--- src/rtl/aes_ct_collector.sv ---
// aes_ct_collector - buffers aes_api cipher pulses and re-frames each message
// as header beats + byte-swapped cipher beats + tag beat on a valid/ready stream.
module aes_ct_collector #(
  parameter int DEPTH      = 8,
  parameter int BYPASS_W   = 289,
  parameter int SWAP_BYTES = 1
) (
  input  logic                clk,
  input  logic                reset_n,
  input  logic                i_cp_ready,
  input  logic [127:0]        i_cipher_text,
  input  logic [BYPASS_W-1:0] i_bypass_text,
  input  logic                i_last,
  input  logic                i_tag_valid,
  input  logic [127:0]        i_tag,
  output logic                o_valid,
  input  logic                i_ready,
  output logic [127:0]        o_data,
  output logic                o_first,
  output logic                o_last,
  output logic                o_overflow
);

  localparam int AW        = $clog2(DEPTH);
  localparam int HDR_BEATS = (BYPASS_W + 127) / 128;
  localparam int HW        = HDR_BEATS * 128;
  localparam int BW        = (HDR_BEATS > 1) ? $clog2(HDR_BEATS) : 1;

  typedef enum logic [1:0] {S_IDLE, S_HDR, S_DATA, S_TAG} state_t;

  function automatic logic [127:0] f_swap(input logic [127:0] d);
    logic [127:0] r;
    r = d;
    if (SWAP_BYTES != 0) begin
      for (int i = 0; i < 16; i++) r[i*8 +: 8] = d[(15-i)*8 +: 8];
    end
    return r;
  endfunction

  logic [128:0]  r_mem [DEPTH];
  logic [AW:0]   r_wr_ptr, r_rd_ptr;
  logic [HW-1:0] r_hdr;
  logic          r_hdr_pending, r_expect_first;
  logic [127:0]  r_tag;
  logic          r_tag_full;
  logic          r_overflow;
  state_t        r_state;
  logic [BW-1:0] r_beat_cnt;
  logic          r_valid, r_first, r_last, r_head_last;
  logic [127:0]  r_data;

  state_t        w_nx_state;
  logic [BW-1:0] w_nx_beat;
  logic          w_nx_valid, w_nx_first, w_nx_last, w_nx_head_last;
  logic [127:0]  w_nx_data;

  logic          w_accept, w_full, w_pop, w_push, w_nonempty_next;
  logic [AW:0]   w_rd_next, w_wr_next;
  logic [128:0]  w_head_next;
  logic          w_tag_clr, w_tag_full_nx, w_hdr_clr, w_first_blk;
  logic [127:0]  w_tag_nx;
  logic [BW-1:0] w_beat_inc;
  logic [127:0]  w_hdr_beats [HDR_BEATS];

  assign w_accept  = r_valid & i_ready;
  assign w_full    = (r_wr_ptr[AW] != r_rd_ptr[AW]) && (r_wr_ptr[AW-1:0] == r_rd_ptr[AW-1:0]);
  assign w_pop     = (r_state == S_DATA) & w_accept;
  assign w_push    = i_cp_ready & (!w_full | w_pop);
  assign w_rd_next = r_rd_ptr + {{AW{1'b0}}, w_pop};
  assign w_wr_next = r_wr_ptr + {{AW{1'b0}}, w_push};
  assign w_nonempty_next = (w_rd_next != w_wr_next);
  // The next head may be the very block being written this edge.
  assign w_head_next = (w_push && (w_rd_next == r_wr_ptr)) ? {i_last, i_cipher_text}
                                                          : r_mem[w_rd_next[AW-1:0]];

  assign w_tag_clr     = (r_state == S_TAG) & w_accept;
  assign w_tag_full_nx = r_tag_full ? !w_tag_clr : i_tag_valid;
  assign w_tag_nx      = r_tag_full ? r_tag : i_tag;

  assign w_beat_inc  = r_beat_cnt + 1'b1;
  assign w_hdr_clr   = (r_state == S_HDR) & w_accept & (r_beat_cnt == BW'(HDR_BEATS - 1));
  assign w_first_blk = w_push & r_expect_first;

  for (genvar g = 0; g < HDR_BEATS; g++) begin : g_hdr
    assign w_hdr_beats[g] = r_hdr[(HDR_BEATS-1-g)*128 +: 128];
  end

  always_ff @(posedge clk) begin
    if (w_push) r_mem[r_wr_ptr[AW-1:0]] <= {i_last, i_cipher_text};
  end

  always_ff @(posedge clk or negedge reset_n) begin
    if (!reset_n) begin
      r_wr_ptr       <= '0;
      r_rd_ptr       <= '0;
      r_hdr          <= '0;
      r_hdr_pending  <= 1'b0;
      r_expect_first <= 1'b1;
      r_tag          <= '0;
      r_tag_full     <= 1'b0;
      r_overflow     <= 1'b0;
    end else begin
      r_wr_ptr <= w_wr_next;
      r_rd_ptr <= w_rd_next;
      if (i_cp_ready && !w_push) r_overflow <= 1'b1;
      if (w_push) begin
        if (i_last)              r_expect_first <= 1'b1;
        else if (r_expect_first) r_expect_first <= 1'b0;
      end
      if (w_hdr_clr) r_hdr_pending <= 1'b0;
      // A header being retired this edge frees the register for the new one.
      if (w_first_blk) begin
        if (r_hdr_pending && !w_hdr_clr) begin
          r_overflow <= 1'b1;
        end else begin
          r_hdr         <= HW'(i_bypass_text);
          r_hdr_pending <= 1'b1;
        end
      end
      if (i_tag_valid) begin
        if (r_tag_full) begin
          r_overflow <= 1'b1;
          if (w_tag_clr) r_tag_full <= 1'b0;
        end else begin
          r_tag      <= i_tag;
          r_tag_full <= 1'b1;
        end
      end else if (w_tag_clr) begin
        r_tag_full <= 1'b0;
      end
    end
  end

  always_comb begin
    w_nx_state     = r_state;
    w_nx_beat      = r_beat_cnt;
    w_nx_valid     = r_valid;
    w_nx_data      = r_data;
    w_nx_first     = r_first;
    w_nx_last      = r_last;
    w_nx_head_last = r_head_last;
    case (r_state)
      S_IDLE: begin
        w_nx_valid = 1'b0;
        if (r_hdr_pending) begin
          w_nx_state = S_HDR;
          w_nx_beat  = '0;
          w_nx_valid = 1'b1;
          w_nx_data  = w_hdr_beats[0];
          w_nx_first = 1'b1;
          w_nx_last  = 1'b0;
        end
      end
      S_HDR: begin
        if (w_accept) begin
          w_nx_first = 1'b0;
          if (r_beat_cnt == BW'(HDR_BEATS - 1)) begin
            w_nx_state     = S_DATA;
            w_nx_valid     = w_nonempty_next;
            w_nx_data      = f_swap(w_head_next[127:0]);
            w_nx_head_last = w_head_next[128];
          end else begin
            w_nx_beat = w_beat_inc;
            w_nx_data = w_hdr_beats[w_beat_inc];
          end
        end
      end
      S_DATA: begin
        if (w_accept && r_head_last) begin
          w_nx_state = S_TAG;
          w_nx_valid = w_tag_full_nx;
          w_nx_data  = w_tag_nx;
          w_nx_last  = 1'b1;
        end else if (!r_valid || w_accept) begin
          w_nx_valid     = w_nonempty_next;
          w_nx_data      = f_swap(w_head_next[127:0]);
          w_nx_head_last = w_head_next[128];
        end
      end
      S_TAG: begin
        if (w_accept) begin
          w_nx_state = S_IDLE;
          w_nx_valid = 1'b0;
          w_nx_last  = 1'b0;
        end else if (!r_valid) begin
          w_nx_valid = w_tag_full_nx;
          w_nx_data  = w_tag_nx;
        end
      end
      default: w_nx_state = S_IDLE;
    endcase
  end

  always_ff @(posedge clk or negedge reset_n) begin
    if (!reset_n) begin
      r_state     <= S_IDLE;
      r_beat_cnt  <= '0;
      r_valid     <= 1'b0;
      r_data      <= '0;
      r_first     <= 1'b0;
      r_last      <= 1'b0;
      r_head_last <= 1'b0;
    end else begin
      r_state     <= w_nx_state;
      r_beat_cnt  <= w_nx_beat;
      r_valid     <= w_nx_valid;
      r_data      <= w_nx_data;
      r_first     <= w_nx_first;
      r_last      <= w_nx_last;
      r_head_last <= w_nx_head_last;
    end
  end

  assign o_valid    = r_valid;
  assign o_data     = r_data;
  assign o_first    = r_first;
  assign o_last     = r_last;
  assign o_overflow = r_overflow;

endmodule

--- config.mk ---
export PLATFORM = sky130hd
export DESIGN_NAME = aes_ct_collector
export DESIGN_NICKNAME = d
export VERILOG_FILES = /design/src/rtl/aes_ct_collector.sv
export SDC_FILE = /design/constraint.sdc
export NUM_CORES = 2
export LEC_CHECK = 0
export ABC_CLOCK_PERIOD_IN_PS = 18400
export BUFFER_PORTS_ARGS = -buffer_cell sky130_fd_sc_hd__clkbuf_2
export CAP_MARGIN = 10
export CORE_MARGIN = 2
export CORE_UTILIZATION = 40
export DETAILED_ROUTE_END_ITERATION = 12
export SYNTH_ARGS = -nofsm -noshare
export SYNTH_HDL_FRONTEND = slang
export SYNTH_SLANG_ARGS = --single-unit
--- constraint.sdc ---
create_clock -name clk -period 18.4 [get_ports clk]
set_input_delay 3.68 -clock clk [delete_from_list [all_inputs] [get_ports clk]]
set_output_delay 3.68 -clock clk [all_outputs]
set_load 0.01 [all_outputs]
==> impl_metrics.csv <==
group,metric,value,unit
outcome,status,"complete, no violations",
floorplanning,die_y,417,µm
yosys,ys_seq_elements,1597,
placed_design,gp_congestion,0.816,
clock_tree,cts_setup_buffers,0,
floorplanning,initial_core_util,40.3,%
clock_tree,postCtsHoldBufs,0,
placed_design,placed_area,0.0738,mm²
routing,wl_met1,82700,µm
clock_tree,h-tree-depth,4,
yosys,synthTopCellsByCount,"edfxtp_1 (1032), dfrtp_1 (564), nand2_1 (467)",
clock_tree,root_buffer,"clkbuf_16",
power_and_ir_drop,pwr-share-comb,12.4,%
routing,routed-wl-met3,13700,µm
layout,layout-drive-gt1-share,28.1,%
clock_tree,clock_sinks,1597,
critical_path,startpoint_type,"primary input",
timing,tightestPinTransition,1370,ps
layout,syn_to_final_growth,16.5,%
routing,drt-pass1-iter-count,6,
yosys,synthCells,4477,
global_route,grt_pass1_vias,44176,
critical_path,worstSetupEndpointType,"flip-flop",
power_and_ir_drop,p_int,6.85,mW
timing,slew_headroom,8.54,%
floorplanning,dieArea,0.174,mm²
layout,fillers,14749,
critical_path,arrival,8280,ps
power_and_ir_drop,powerDensity,116,mW/mm²
clock_tree,cts_buffer_depth,3,
routing,ant_nets,0,
clock_tree,cts_resized,0,
routing,drt-initial-drc-count,3305,
power_and_ir_drop,pwr-share-seq,50.0,%
global_route,grtUsageTotal,23.8,%
layout,finalNetCount,5604,
routing,drcViolationCount,0,
critical_path,worstPathRequired,19060,ps
yosys,synth_area,0.0683,mm²
floorplanning,num_io_pins,683,
yosys,yosysWarnings,0,
layout,stdcell_area,0.0795,mm²
yosys,synth_top_area_share,45.4,%
yosys,synthFlopType,"edfxtp_1",
timing,fin_setup_tns,0,ps
global_route,antenna_found_initial,44,
routing,routed_via_density,5.82,
clock_tree,cts.clk_slew.worst_paths,60,ps
yosys,seq_area_frac_synth,66.1,%
global_route,grt_max_degree,181,
critical_path,crit_fanout,42,
timing,rsz0062_at_grt,"no",
run,cap_violations,0,
yosys,synth_nets,5038,
yosys,yosysTopAreaCell,"edfxtp_1",
yosys,synth_cell_type_count,59,
timing,fin_crit_sh,41.4,%
global_route,grt_pass1_wl,305000,µm
timing,fmax,131,MHz
routing,top_layer,"met5",
floorplanning,core_area,0.169,mm²
timing,final_hold_viol_count,0,
timing,setup_viol,0,
yosys,netlist_top_cells_area,"edfxtp_1 (45%), dfrtp_1 (21%), mux4_2 (6.0%)",
floorplanning,die_w,417,µm
power_and_ir_drop,p_sw,2.40,mW
floorplanning,num_rows,151,
yosys,syn_area_per_cell,15.2,µm²
yosys,yosys.cell_count.top_type,"edfxtp_1",
power_and_ir_drop,ir_worst_vdd,0.0967,mV
timing,skew,50.2,ps
routing,routed_wl,210000,µm
routing,wl_per_cell,28.3,µm
critical_path,critPathKind,"primary input to flip-flop",
clock_tree,insertion_delay,850,ps
global_route,overflow,0,
clock_tree,cts_tree,"yes",
routing,route.met2.wl,105000,µm
timing,period_minus_slack,7610,ps
power_and_ir_drop,p_leak,30.0,nW
timing,maxSlewViolCount,0,
yosys,async_flop_share,35.4,%
min_path,hold_class,"flip-flop to flip-flop",
placed_design,io_buffers,682,
placed_design,place_hpwl,125000,µm
power_and_ir_drop,swShare,25.9,%
yosys,synth_edf_count,1032,
power_and_ir_drop,pwr-share-clk,37.7,%
routing,vias,43225,
clock_tree,numCtsBuffers,171,
critical path, cell delays in order:
cell and delay, ps:
clkbuf_2 110, and2_1 160, nand2_1 120, inv_1 90, ha_4 740, buf_4 710
buf_4 730, buf_4 780, mux4_2 600, nand2_1 80, nand2_1 60, o2111ai_1 80
o211ai_1 130
flip-flops by register name, indices dropped and copies added, names as in the netlist:
signal / cells
o_last: 1
r_hdr_pending: 1
r_mem: 1032
r_hdr: 289
r_head_last: 1
r_tag_full: 1
r_state: 2
r_rd_ptr: 4
r_beat_cnt: 2
r_wr_ptr: 4
o_overflow: 1
r_tag: 128
r_expect_first: 1
o_data: 128
o_valid: 1
o_first: 1
power groups by stage:
| stage | Sequential [mW] | Combinational (mW) | Clock, mW |
|---|---|---|---|
| finish | 4.62 | 1.14 | 3.48 |
| global route | 4.66 | 1.23 | 3.69 |
| CTS | 4.62 | 1.16 | 3.54 |
| detailed placement | 4.69 | 1.15 | 0 |
| global placement | 4.66 | 1.14 | 0 |
| floorplan | 4.71 | 0.677 | 0 |
layout by cell type (no fill, tap or decap), types with 107 or more instances in the layout:
cell       count
edfxtp_1    1032
clkbuf_2     681
dfrtp_1      563
nand2_1      466
mux2_2       242
mux2_1       210
mux2i_1      208
mux4_2       181
o211ai_1     172
clkbuf_16    172
o2111ai_1    114
o21ai_0      107
final timing paths:
check | start | end | slack, ps | cells past startpoint
worst max-delay path | i_ready | o_data[73] | 10790 | 13
worst min-delay path | r_hdr[201] | r_hdr[201] | 490 | 1
worst max register to register | r_state[0] | o_data[73] | 12990 | 13
worst min register to register | r_hdr[201] | r_hdr[201] | 490 | 1
max in group asynchronous | reset_n | o_data[76] | 13330 | 3
min in group asynchronous | reset_n | o_data[15] | 2820 | 1
cell families after synthesis:
family,Yosys count,synth area share [%]
flip-flops,1597,66.1
AO/OA/AOI/OAI,884,9.68
multiplexers,841,16.5
AND/OR/NAND/NOR,760,4.97
buffers and inverters,370,2.38
XOR/XNOR,15,0.203
adder cells (fa/ha/maj),10,0.183
per-layer routing:
layer	vias up	track usage, %
met1	22555	29.3
met4	42	10.1
met5	-	0
met2	1444	40.4
li1	18801	-
met3	383	5.26
through the flow:
| step | hold slack (ps) | instances | setup WS [ps] | util [%] | power, mW |
|---|---|---|---|---|---|
| finish | 489 | 7421 | 10790 | 46.9 | 9.24 |
| global route | 499 | 7414 | 10290 | 46.9 | 9.58 |
| CTS | 491 | 7408 | 10690 | 46.9 | 9.32 |
| detailed placement | 473 | 7088 | 9810 | 43.6 | 5.84 |
| global placement | 474 | 7088 | 9840 | 43.6 | 5.80 |
| floorplan | 464 | 4477 | 662 | - | 5.38 |
layout make-up:
type	instances	area (µm²)	area share (%)
Sequential cell	1597	45100	56.7
Timing Repair Buffer	753	4110	5.16
Tap cell	2218	2780	3.49
Multi-Input combinational cell	2510	21800	27.3
Inverter	10	46.3	0.0582
Clock buffer	239	4750	5.97
Antenna cell	13	32.5	0.0409
Clock inverter	81	953	1.20
Power figures use the tool's default switching activity.
